[src/rtl/receivers_arbiter.sv]
`default_nettype none
// ============================================================================
// Module   : receivers_arbiter
// Brief    : Round-robin serialiser of lighthouse words from N_RECV receivers
// Revision : 1.0
// ============================================================================
module receivers_arbiter #(
  parameter int N_RECV = 4,
  parameter int ID_W   = 2
) (
  input  logic                 clk_96MHz,
  input  logic                 reset,
  input  logic [N_RECV-1:0]    data_availible,
  input  logic [N_RECV*17-1:0] decoded_data,
  input  logic [N_RECV*24-1:0] timestamp_last_data,
  output logic                 out_valid,
  input  logic                 out_ready,
  output logic [ID_W-1:0]      out_sensor_id,
  output logic [16:0]          out_data,
  output logic [23:0]          out_timestamp,
  output logic [N_RECV-1:0]    overrun,
  input  logic [N_RECV-1:0]    clear_overrun
);

  typedef enum logic [0:0] {IDLE = 1'b0, OFFER = 1'b1} state_t;

  state_t              state, state_nx;
  logic [N_RECV-1:0]   prev, pending, pending_nx;
  logic [N_RECV-1:0]   rise, take, ovr_set, granted;
  logic [16:0]         cap_data [N_RECV];
  logic [23:0]         cap_ts   [N_RECV];
  logic [ID_W-1:0]     rr_ptr, grant_id, rr_nx;
  logic [ID_W:0]       idx;
  logic                found, grant_fire;

  assign rise  = data_availible & ~prev;
  assign rr_nx = (grant_id == ID_W'(N_RECV - 1)) ? '0 : grant_id + ID_W'(1);

  // First pending receiver at or after rr_ptr, wrapping modulo N_RECV.
  always_comb begin
    found    = 1'b0;
    grant_id = '0;
    idx      = '0;
    for (int k = 0; k < N_RECV; k++) begin
      idx = {1'b0, rr_ptr} + (ID_W+1)'(k);
      if (idx >= (ID_W+1)'(N_RECV))
        idx = idx - (ID_W+1)'(N_RECV);
      if (!found && pending[idx[ID_W-1:0]]) begin
        found    = 1'b1;
        grant_id = idx[ID_W-1:0];
      end
    end
  end

  always_comb begin
    state_nx   = state;
    grant_fire = 1'b0;
    case (state)
      IDLE: begin
        if (found) begin
          grant_fire = 1'b1;
          state_nx   = OFFER;
        end
      end
      OFFER: begin
        if (out_ready)
          state_nx = IDLE;
      end
      default: state_nx = IDLE;
    endcase
  end

  // A word arriving on the receiver being granted refills its freed buffer.
  always_comb begin
    granted    = '0;
    take       = '0;
    ovr_set    = '0;
    pending_nx = pending;
    for (int i = 0; i < N_RECV; i++) begin
      granted[i]    = grant_fire && (grant_id == ID_W'(i));
      take[i]       = rise[i] & (~pending[i] | granted[i]);
      ovr_set[i]    = rise[i] & pending[i] & ~granted[i];
      pending_nx[i] = take[i] | (pending[i] & ~granted[i]);
    end
  end

  always_ff @(posedge clk_96MHz or posedge reset) begin
    if (reset) begin
      state         <= IDLE;
      prev          <= '0;
      pending       <= '0;
      overrun       <= '0;
      rr_ptr        <= '0;
      out_valid     <= 1'b0;
      out_sensor_id <= '0;
      out_data      <= '0;
      out_timestamp <= '0;
      for (int i = 0; i < N_RECV; i++) begin
        cap_data[i] <= '0;
        cap_ts[i]   <= '0;
      end
    end else begin
      state   <= state_nx;
      prev    <= data_availible;
      pending <= pending_nx;
      overrun <= (overrun & ~clear_overrun) | ovr_set;
      if (grant_fire) begin
        out_valid     <= 1'b1;
        out_sensor_id <= grant_id;
        out_data      <= cap_data[grant_id];
        out_timestamp <= cap_ts[grant_id];
        rr_ptr        <= rr_nx;
      end else if (state == OFFER && out_ready) begin
        out_valid <= 1'b0;
      end
      for (int i = 0; i < N_RECV; i++) begin
        if (take[i]) begin
          cap_data[i] <= decoded_data[17*i +: 17];
          cap_ts[i]   <= timestamp_last_data[24*i +: 24];
        end
      end
    end
  end

endmodule
`default_nettype wire

[config.mk]
export PLATFORM = sky130hd
export DESIGN_NAME = receivers_arbiter
export DESIGN_NICKNAME = d
export VERILOG_FILES = /design/src/rtl/receivers_arbiter.sv
export SDC_FILE = /design/constraint.sdc
export NUM_CORES = 1
export LEC_CHECK = 0
export CAP_MARGIN = 20
export CELL_PAD_IN_SITES_DETAIL_PLACEMENT = 0
export CELL_PAD_IN_SITES_GLOBAL_PLACEMENT = 1
export CORE_MARGIN = 2
export CORE_UTILIZATION = 36
export DETAILED_ROUTE_END_ITERATION = 10
export MAX_ROUTING_LAYER = met4
export PLACE_DENSITY = 0.75
export SLEW_MARGIN = 10
export SYNTH_ARGS = -nofsm -noshare
export SYNTH_HDL_FRONTEND = slang
export SYNTH_SLANG_ARGS = --single-unit
[constraint.sdc]
create_clock -name clk_96MHz -period 7.5 [get_ports clk_96MHz]
set_clock_uncertainty 0.1 [all_clocks]
set_input_delay 1.5 -clock clk_96MHz [delete_from_list [all_inputs] [get_ports clk_96MHz]]
set_output_delay 1.5 -clock clk_96MHz [all_outputs]
set_load 0.01 [all_outputs]
### Word level (Yosys, flattened, before mapping)

Index checks and enable logic that the tools add are counted.

| word-level totals | value |
|---|---|
| output and inout bits | 48 |
| logic and storage cells | 122 |
| register bits | 223 |

| operators by class | value |
|---|---|
| $lt $le $gt $ge | 9 |
| muxes and demuxes | 33 |
| add/sub/neg operators | 8 |
| bitwise logic cells | 39 |
| reduce and logical (&&, ||, !) cells | 13 |
| equal/unequal tests | 3 |

Operators with widths:

| operator | count |
|---|---|
| binary-select mux 24 bit (select 2 bit) | 1 |
| 2-to-1 mux 24 bit | 2 |
| binary-select mux 17 bit (select 2 bit) | 1 |
| 2-to-1 mux 17 bit | 2 |
| 2-to-1 mux 2 bit | 9 |
| bitwise AND 1 bit | 16 |
| 2-to-1 mux 1 bit | 13 |
| greater-or-equal comparator 3 bit, second input constant | 4 |
| less-than comparator 2 x 3 -> 1 bit, second input constant | 4 |
| NOT 1 bit | 9 |
| bitwise AND 4 bit | 2 |
| binary-select mux 1 bit (select 2 bit) | 4 |
| logical AND 1 bit | 8 |
| NOT 4 bit | 2 |
| OR 1 bit | 8 |
| subtractor 2 x 1 -> 2 bit, second input constant | 4 |
| adder 2 x 2 -> 3 bit, second input constant | 2 |
| == test 2 bit, second input constant | 2 |
| OR 4 bit | 1 |
| adder 2 x 1 -> 3 bit, second input constant | 1 |
| greater-or-equal comparator 2 x 3 -> 1 bit, second input constant | 1 |
| zero test 1 bit | 3 |
| NOT 2 -> 3 bit | 1 |
| adder 2 x 1 -> 2 bit, second input constant | 1 |
| 4 further kinds | 4 |

### Longest topological paths before layout

Gate-level depths: netlist of run 1.

| logic depth | value |
|---|---|
| depth after elaboration | 20 |
| mapped depth | 12 |
| mapped depth without buffers | 8 |

### Least setup slack after synthesis of run 1

OpenSTA, ideal clock, no wires.

| path | value |
|---|---|
| kind | register to register |
| start | register rr_ptr[1] |
| end | register cap_data[0] (netlist name) |
| data arrival time | 2.617 ns |
| required time | 7.275 ns |
| period minus slack after synthesis | 2.842 ns |
| library setup time | 0.125 ns |
| cell stages (with the launch flop) | 13 |
| slack | 4.658 ns |
| path through | dfrtp_1 > mux2i_1 > o221ai_1 > buf_2 > buf_2 > inv_1 > ha_1 > inv_1 > o21ai_0 > nor2b_1 > clkbuf_1 > buf_1 > mux2_2 |

| on the way | value |
|---|---|
| longest elaborated chain between the ends | 19 |

Ends and longest elaborated chain:

| what | line | text |
|---|---|---|
| start: declaration | 32 | `logic [ID_W-1:0] rr_ptr, grant_id, rr_nx;` |
| start signal: assignment | 112 | `rr_ptr <= rr_nx;` |
| parallel branches: the longest is 16 deep, another holds adder 2 x 1 -> 3 bit | -- |  |
| logical AND 1 bit * | 80 | `granted[i] = grant_fire && (grant_id == ID_W'(i));` |
| OR 1 bit * | 81 | `take[i] = rise[i] & (~pending[i] \| granted[i]);` |
| bitwise AND 1 bit * | 81 |  |
| end signal: indexed assignment | 118 | `cap_data[i] <= decoded_data[17*i +: 17];` |
| end: declaration | 30 | `logic [16:0] cap_data [N_RECV];` |

Every way passes the cells marked *. The select of a mux whose other input is x is not followed.
A chain may end at the register's enable or synchronous reset.

### Worst setup path after layout of run 1

| path | value |
|---|---|
| start | input data_availible[2] |
| end | register cap_data[29] (netlist name) |

| on the way | value |
|---|---|
| longest elaborated chain between the ends | 2 |

Ends and longest elaborated chain:

| what | line | text |
|---|---|---|
| start: declaration | 13 | `input logic [N_RECV-1:0] data_availible,` |
| bitwise AND 4 bit | 36 | `assign rise = data_availible & ~prev;` |
| bitwise AND 1 bit | 81 |  |

No other way between the ends.

==> results.json, run 1 <==
{
  "status": "complete, no violations",
  "post_cts_resized": 0,
  "leakage_nw": 5.91,
  "finalHoldViolCount": 0,
  "synth_flop_cell": "dfrtp_1",
  "port-buffer-count": 222,
  "criticalPathCategory": "input pin to flop",
  "dieArea_mm2": 0.0283,
  "clkSlewWorstSetupHoldPaths_ns": 0.06,
  "routabilityCongestion": 0.747,
  "vdd_drop_max_mv": 0.247,
  "postCtsSetupBuffers": 0,
  "drtIter0Drc": 344,
  "synth-seq-cells": 223,
  "netSwitchingFraction": 0.323,
  "cts.sinks": 223,
  "tightest_slew_ns": 1.02,
  "switchingPower_mw": 1.81,
  "end_kind": "flop",
  "start_kind": "input pin",
  "syn_inst": 755,
  "io_pins": 223,
  "area_growth_pct": 35.5,
  "drive_above_1_share": 0.196,
  "p_seq_frac": 0.374,
  "fmax_mhz": 285,
  "die-width_um": 168,
  "yosysSeqAreaShare": 0.574,
  "finalCritPeriodShare": 0.467,
  "drc": 0,
  "setup_tns_ns": 0,
  "grt_max_degree": 125,
  "avgSynthCellArea_um2": 12.9,
  "min_path_type": "flop to flop",
  "synth_edf_count": 0,
  "combPwrFrac": 0.401,
  "yosysMostFrequentCell": "dfrtp_1",
  "async_flop_share": 1.00,
  "syn-cell-area_mm2": 0.00972,
  "yosys-top-cells-area": "dfrtp_1, mux2_2, mux2i_1",
  "core_mm2": 0.0267,
  "antenna_left": 0,
  "cts_tree": "yes",
  "internal_power_mw": 3.79,
  "maxCapViolations": 0,
  "syn_nets": 931,
  "clk_path_buf_depth": 3,
  "grt_pass1_wl_um": 41200,
  "rows": 60,
  "required_ns": 7.80,
  "antenna_found_initial": 0,
  "via_per_inst": 5.04,
  "hold_slack_ns": 0.391,
  "routedWlPerCell_um": 19.8,
  "rsz0062_at_grt": "false",
  "power_density_mw_per_mm2": 425,
  "first_global_vias": 6988,
  "synth.largest_area_cell": "dfrtp_1",
  "yosysTopAreaCellShare": 0.574,
  "cts_buffers": 26,
  "clk_latency_ns": 0.53,
  "start_util": 0.364,
  "die_height_um": 168,
  "synth.distinct_cells": 34,
  "hold_buffers": 0,
  "cp_max_fo": 24,
  "drt-pass1-iter-count": 4,
  "cts_root_buf": "clkbuf_16",
  "setup-violations-final": 0,
  "min_period_ns": 3.50,
  "wirelength_um": 26200,
  "vias": 6681,
  "slew_violations": 0,
  "finalNetCount": 1141,
  "critPathArrivalTime_ns": 3.80,
  "yosysWarnings": 0,
  "synthTopCellsByCount": "dfrtp_1, nand2_1, mux2i_1, mux2_2, o21ai_0",
  "grt_util_all_layers": 0.191,
  "clockPowerShare": 0.224,
  "dp.final_hpwl_um": 16800,
  "htree_levels": 1,
  "relSlewSlack": 0.320,
  "grt_overflow": 0,
  "diodes": 0
}
==> routing by layer <==
| layer | vias to the layer above | global-route usage | routed length (µm) |
|---|---|---|---|
| met2 | 181 | 0.295 | 12200 |
| met4 | 0 | 0.0517 | 599 |
| met3 | 41 | 0.0249 | 1090 |
| li1 | 3121 | - | - |
| met1 | 3338 | 0.266 | 12300 |
| met5 | - | - | 0 |
==> cells in the final DEF, fill, tap and decap left out, types with 2 or more instances in the layout <==
cell and count:
dfrtp_1 223, clkdlybuf4s50_1 222, nand2_1 93, mux2i_1 83
mux2_2 81, o21ai_0 46, o22ai_1 44, a2bb2oi_1 41
mux2_4 40, clkbuf_16 26, buf_4 12, nand2b_1 8
inv_1 7, clkinv_2 7, nor2_1 5, clkbuf_8 5
a21oi_1 4, clkbuf_1 4, clkinvlp_4 3, nor2b_4 2
nor2b_1 2, or2_2 2, mux2_1 2, bufinv_16 2
buf_12 2
==> logic make-up (layout without fill, tap and decap cells) <==
group                      after synthesis  count (layout)  synth area share
and+or+nand+nor                        119             119            0.0514
buffers and inverters                   62             291            0.0308
muxes                                  206             206             0.243
DFF                                    223             223             0.574
adders and majority gates                1               1           0.00129
AOI/OAI and AO/OA                      144             144            0.0991
==> metrics by stage <==
| stage | cell area (µm²) | setup slack [ns] | power [mW] | utilization | instances |
|---|---|---|---|---|---|
| after floorplan | 9720 | 2.99 | 3.63 | - | 755 |
| after global placement | 12300 | 3.41 | 4.33 | 0.460 | 1277 |
| after detailed placement | 12300 | 3.40 | 4.38 | 0.460 | 1277 |
| after CTS | 13100 | 3.95 | 5.66 | 0.492 | 1324 |
| after global routing | 13200 | 3.84 | 5.96 | 0.493 | 1325 |
| final | 13200 | 4.00 | 5.60 | 0.493 | 1325 |
==> final timing paths <==
kind | from | end | slack, ns | cells past startpoint
setup / recovery | data_availible[2] | cap_data[29]$_DFFE_PP0P_ | 4.00 | 6
hold / removal | out_timestamp[0]$_DFFE_PP0P_ | out_timestamp[0]$_DFFE_PP0P_ | 0.39 | 2
setup reg to reg | pending[2]$_DFF_PP0_ | out_timestamp[17]$_DFFE_PP0P_ | 4.25 | 7
hold reg to reg | out_timestamp[0]$_DFFE_PP0P_ | out_timestamp[0]$_DFFE_PP0P_ | 0.39 | 2
max in group asynchronous | reset | cap_data[14]$_DFFE_PP0P_ | 4.72 | 4
min in group asynchronous | reset | cap_ts[16]$_DFFE_PP0P_ | 1.31 | 3
==> power by group through the flow <==
| stage | combinational, mW | sequential (mW) | clock (mW) |
|---|---|---|---|
| 2_1_floorplan | 1.55 | 2.07 | 0 |
| 3_3_place_gp | 2.23 | 2.10 | 0 |
| 3_5_place_dp | 2.27 | 2.12 | 0 |
| 4_1_cts | 2.27 | 2.10 | 1.29 |
| 5_1_grt | 2.44 | 2.17 | 1.34 |
| 6_report | 2.24 | 2.09 | 1.26 |
==> cell type report <==
type / instances / area [µm²]
clock buffer: 35 / 734
clock inverter: 12 / 126
fill: 2396 / 13600
inverter: 8 / 33.8
multi-input combinational: 470 / 3920
sequential: 223 / 5580
tap: 341 / 427
timing repair buffer: 236 / 2350
==> critical path, stage by stage <==
cell             delay, ns
clkdlybuf4s50_1       0.42
nand2b_1              0.17
nor3_1                0.11
a31oi_4               0.69
buf_4                 0.49
mux2_2                0.38
==> flip-flops by register name, indices dropped and copies added (netlist names) <==
| register | count |
|---|---|
| out_valid | 1 |
| overrun | 4 |
| out_timestamp | 24 |
| state | 1 |
| cap_data | 68 |
| rr_ptr | 2 |
| out_data | 17 |
| cap_ts | 96 |
| out_sensor_id | 2 |
| pending | 4 |
| prev | 4 |
Note: power is estimated with default switching activity, not from simulation.
==> run 2: changes to the inputs <==
==> constraint.sdc (replaced) <==
create_clock -name clk_96MHz -period 3.1 [get_ports clk_96MHz]
set_clock_uncertainty 0.1 [all_clocks]
set_input_delay 0.62 -clock clk_96MHz [delete_from_list [all_inputs] [get_ports clk_96MHz]]
set_output_delay 0.62 -clock clk_96MHz [all_outputs]
set_load 0.01 [all_outputs]
==> run 2 against run 1 <==
Net effect:
- utilization is 0.056 points lower
- hold slack worse by 0.14 ns
- clock-buffer cell count is 5 higher
- combinational power is 140% higher
- register-to-register slack worse by 4.0 ns
- via count is 0.67% higher
- global-route usage is 0.14 points higher
- critical path depth is 3 higher
- flip-flop and latch count stayed put
- cell count is 0.15% higher
- die area stayed put
- cell area is 0.11% lower
- critical endpoint is now cap_ts[16]$_DFFE_PP0P_
- highest routed layer unchanged
==> results.json, run 2 (synthesis gave the netlist of run 1 again) <==
{
  "status": "complete, no violations",
  "min_period_ns": 2.81,
  "drt-pass1-iter-count": 4,
  "die_height_um": 168,
  "antenna_left": 0,
  "tightest_slew_ns": 1.04,
  "maxCapViolations": 0,
  "setup-violations-final": 0,
  "routabilityCongestion": 0.778,
  "cp_max_fo": 22,
  "diodes": 0,
  "dieArea_mm2": 0.0283,
  "dp.final_hpwl_um": 17100,
  "crit_start": "rr_ptr[0]$_DFFE_PP0P_",
  "drive_above_1_share": 0.192,
  "vdd_drop_max_mv": 1.04,
  "grt_overflow": 0,
  "wirelength_um": 26400,
  "routedWlPerCell_um": 19.9,
  "grt_pass1_wl_um": 41500,
  "cts.sinks": 223,
  "leakage_nw": 5.89,
  "die-width_um": 168,
  "top_layer_used": "met4",
  "port-buffer-count": 222,
  "slew_violations": 0,
  "area_growth_pct": 35.3,
  "regMostFlops": "cap_ts",
  "met3WireLength_um": 1170,
  "wl_met2_um": 12400,
  "layout.area.seq_mm2": 0.00558,
  "power_density_mw_per_mm2": 1010,
  "finalNonFillerCells": 1327,
  "io_pins": 223,
  "max_stage_delay_ns": 0.47,
  "finalNetCount": 1145,
  "wl_met1_um": 12200,
  "first_global_vias": 7266,
  "power_mw": 13.3,
  "hold_buffers": 0,
  "layout_commonest_cell": "dfrtp_1",
  "timing.rr.start": "rr_ptr[0]$_DFFE_PP0P_",
  "criticalPathCategory": "flop to flop",
  "min_path_type": "input pin to asynchronous set/reset pin",
  "worstPathCellList": "nand2b_1 -> a21oi_1 -> nor2_1 -> ha_1 -> inv_1 -> o21ai_0 -> nor2b_4 -> buf_4 -> mux2_2",
  "clk_latency_ns": 0.51,
  "htree_levels": 1,
  "via_per_inst": 5.07,
  "antenna_found_initial": 0,
  "multi_input_area_mm2": 0.00392,
  "setup_tns_ns": 0,
  "rsz0062_at_grt": "false",
  "cts_root_buf": "clkbuf_16",
  "grt_max_degree": 97,
  "relSlewSlack": 0.309,
  "start_kind": "flop",
  "clkSlewWorstSetupHoldPaths_ns": 0.06,
  "critPathArrivalTime_ns": 3.11,
  "grt_util_all_layers": 0.192,
  "critPathSlowestCell": "dfrtp_1",
  "vias": 6726,
  "dpl.cell_count": 1283,
  "cts_tree": "yes",
  "finalCritPeriodShare": 0.906,
  "postCtsSetupBuffers": 0,
  "finalHoldViolCount": 0,
  "rows": 60,
  "fmax_mhz": 356,
  "fillerInstances": 2344,
  "largest_register_ffs": 96,
  "clk_path_buf_depth": 3,
  "post_cts_resized": 0,
  "reg.largest.list": "cap_ts x96, cap_data x68, out_timestamp x24",
  "start_util": 0.364,
  "core_mm2": 0.0267,
  "r2r_setup_slack_ns": 0.29,
  "drc": 0,
  "required_ns": 3.40,
  "final_cell_mix": "dfrtp_1, clkdlybuf4s50_1, nand2_1, mux2i_1, mux2_2",
  "drtIter0Drc": 344,
  "cts_buffers": 25,
  "end_kind": "flop"
}
-- run 2: cell type report --
cell class	count	share of cell area
sequential	223	0.424
multi-input combinational	470	0.298
timing repair buffer	241	0.185
clock buffer	40	0.0556
tap	341	0.0324
inverter	8	0.00257
clock inverter	4	0.00200
-- run 2: worst paths after layout --
path,cells past startpoint,end
min reg2reg,1,cap_data[27]$_DFFE_PP0P_
max reg2reg,9,cap_ts[16]$_DFFE_PP0P_
min in group clk_96MHz,1,cap_data[27]$_DFFE_PP0P_
max,9,cap_ts[16]$_DFFE_PP0P_
min,2,cap_ts[39]$_DFFE_PP0P_
max in group asynchronous,3,out_data[14]$_DFFE_PP0P_
-- run 2: metrics by stage --
| stage | hold slack, ns | worst slack (ns) | area, µm² | util |
|---|---|---|---|---|
| after CTS | 0.229 | 0.296 | 13200 | 0.492 |
| final | 0.250 | 0.292 | 13200 | 0.492 |
| after detailed placement | 0.386 | 0.327 | 12400 | 0.464 |
| after global routing | 0.244 | 0.113 | 13200 | 0.492 |
| after floorplan | 0.364 | -0.530 | 9720 | - |
| after global placement | 0.375 | 0.399 | 12400 | 0.464 |
-- run 2: routing by layer --
layer,GRT usage,vias to the layer above
met5,-,-
met4,0.0547,0
met3,0.0242,49
met2,0.299,183
met1,0.266,3357
li1,-,3137
-- run 2: report_power, final --
group          total (mW)  internal, mW  switching [mW]  leakage, nW
clock                2.75          1.61            1.14        0.368
sequential           5.07          4.30           0.774         2.71
combinational        5.47          3.09            2.38         2.82
total                13.3          8.99            4.30         5.89
-- run 2: worst max-delay path: cells and delay by family (launching register included) --
| family | cells | cell delay [ns] |
|---|---|---|
| AO/OA/AOI/OAI | 2 | 0.42 |
| adder cells (fa/ha/maj) | 1 | 0.24 |
| buffers and inverters | 2 | 0.38 |
| flip-flops | 1 | 0.47 |
| multiplexers | 1 | 0.38 |
| AND/OR/NAND/NOR | 3 | 0.69 |
==> patch (config.mk and constraints of run 1) <==
The parameter `ID_W` goes from 2 to 4.
--- a/src/rtl/receivers_arbiter.sv
+++ b/src/rtl/receivers_arbiter.sv
@@ -6,7 +6,7 @@
 // ============================================================================
 module receivers_arbiter #(
   parameter int N_RECV = 4,
-  parameter int ID_W   = 2
+  parameter int ID_W   = 4
 ) (
   input  logic                 clk_96MHz,
   input  logic                 reset,
Ports: changed (resized out_sensor_id); port bits go from 223 to 225. No check against the original RTL was run, so the function may have changed too.
==> patch against run 1 <==
Wire length grew 110%. Synthesized area grew 61%. Cell area grew 45%. Final cell count grew 110%. Sequential power grew 3%. Count of clock-buffer cells in the layout grew 4. Power grew 43%. Critical path depth grew 9. Clock power grew 19%. Setup slack lost 1.7 ns. Sequential cell count grew 4. Largest cell class is now multi-input combinational cells. Largest power group unchanged.
==> patch: results (changes against run 1) <==
| Metric | Value |
|---|---|
| Status | `finished, final reports clean` |
| Crit path DAT | `5.56 ns (+1.76 ns)` |
| Crit path kind | `reg -> reg` |
| VDD IR max | `0.657 mV (+170%)` |
| Mean post-synth cell area | `7.44 sq um (-42%)` |
| Complex-gate fraction of the synthesized area | `28.4% (+18 points)` |
| First-pass GRT wire length | `86100 um (+110%)` |
| Min-Delay Path Depth | `1 (-1)` |
| Routed wire per std cell | `20.0 um (+0.78%)` |
| Xor and xnor fraction of the mapped netlist area | `0.281% (+0.28 points)` |
| PortBufs | `224 (+0.90%)` |
| Initial antenna violation count | `1 (+1)` |
| Most frequent cells after synthesis | `1012 x nand2_1, 227 x dfrtp_1, 189 x a211o_1` |
| CP max FO | `45 (+88%)` |
| Worst-margin pin slew | `1.28 ns (+0.257 ns)` |
| Gr usage total | `24.9% (+5.8 points)` |
| Worst R2R Path Depth | `15 (+8)` |
| LEAKAGE | `0.00803 uW (+36%)` |
| Largest net degree at the start of global routing | `227 (+82%)` |
| Routing usage on met2 | `38.1% (+8.6 points)` |
| Initial DRT Pass Iterations | `6 (+2)` |
| Main area contributors after synthesis | `dfrtp_1 36%, nand2_1 24%, a211o_1 11%, o2bb2ai_1 9.2%, clkbuf_1 2.7%` |
| Vias in the first global route | `14.6k (+110%)` |
| Synth Net Count | `2288 (+150%)` |
| Routed vias/inst | `5.58 (+11%)` |
| Fillers | `4247 (+77%)` |
| Wirelength, routed | `55800 um (+110%)` |
==> patch: through the flow <==
step | instance area (sq um) | power (uW)
global route | 19100 | 8600
detailed placement | 18000 | 6470
global placement | 18000 | 6340
floorplan | 15600 | 5250
CTS | 19000 | 7990
finish | 19100 | 8000
==> patch: layout make-up <==
type	count	share of cell area, %
diodes	1	0.0131
multi-input cells	1661	47.4
inverters	17	0.354
well taps	585	3.84
repair buffers	251	13.3
clock inverters	14	0.952
flip-flops and latches	227	29.8
clock buffers	39	4.37
==> patch: how the worst min path moves through the flow <==
| stage | to | slack, ns |
|---|---|---|
| floorplan | out_valid | 0.37 |
| global placement | out_sensor_id[3] | 0.38 |
| detailed placement | out_sensor_id[2] | 0.37 |
| CTS | out_sensor_id[2] | 0.39 |
| global route | out_sensor_id[2] | 0.41 |
| finish | out_timestamp[13] | 0.39 |
==> patch: power by group <==
group / leakage, uW / total, uW / switching, uW / internal (uW)
combinational: 0.00462 / 4340 / 2880 / 1460
clock: 0.000496 / 1500 / 587 / 912
sequential: 0.00292 / 2160 / 469 / 1690
==> patch: kinds of logic (layout without fill, tap and decap cells) <==
kind of cell | Yosys count | in the layout
flip-flops | 227 | 227
buffers and inverters | 209 | 321
adder cells (fa/ha/maj) | 16 | 16
AO/OA/AOI/OAI | 557 | 557
multiplexers | 9 | 9
XOR/XNOR | 5 | 5
AND/OR/NAND/NOR | 1074 | 1074
other | 0 | 1
==> patch: routing by layer <==
metal	vias to the layer above	routed length, um
li1	7383	-
met1	7696	25900
met2	468	25500
met3	63	3280
met4	0	1030
met5	-	0
==> patch: worst reg2reg max path, delay by kind of cell, from the launching register on <==
kind,cells,cell delay (ns)
flip-flops,1,0.50
buffers and inverters,5,1.55
AO/OA/AOI/OAI,5,1.54
AND/OR/NAND/NOR,2,0.17
multiplexers,1,0.44
adder cells (fa/ha/maj),2,0.80
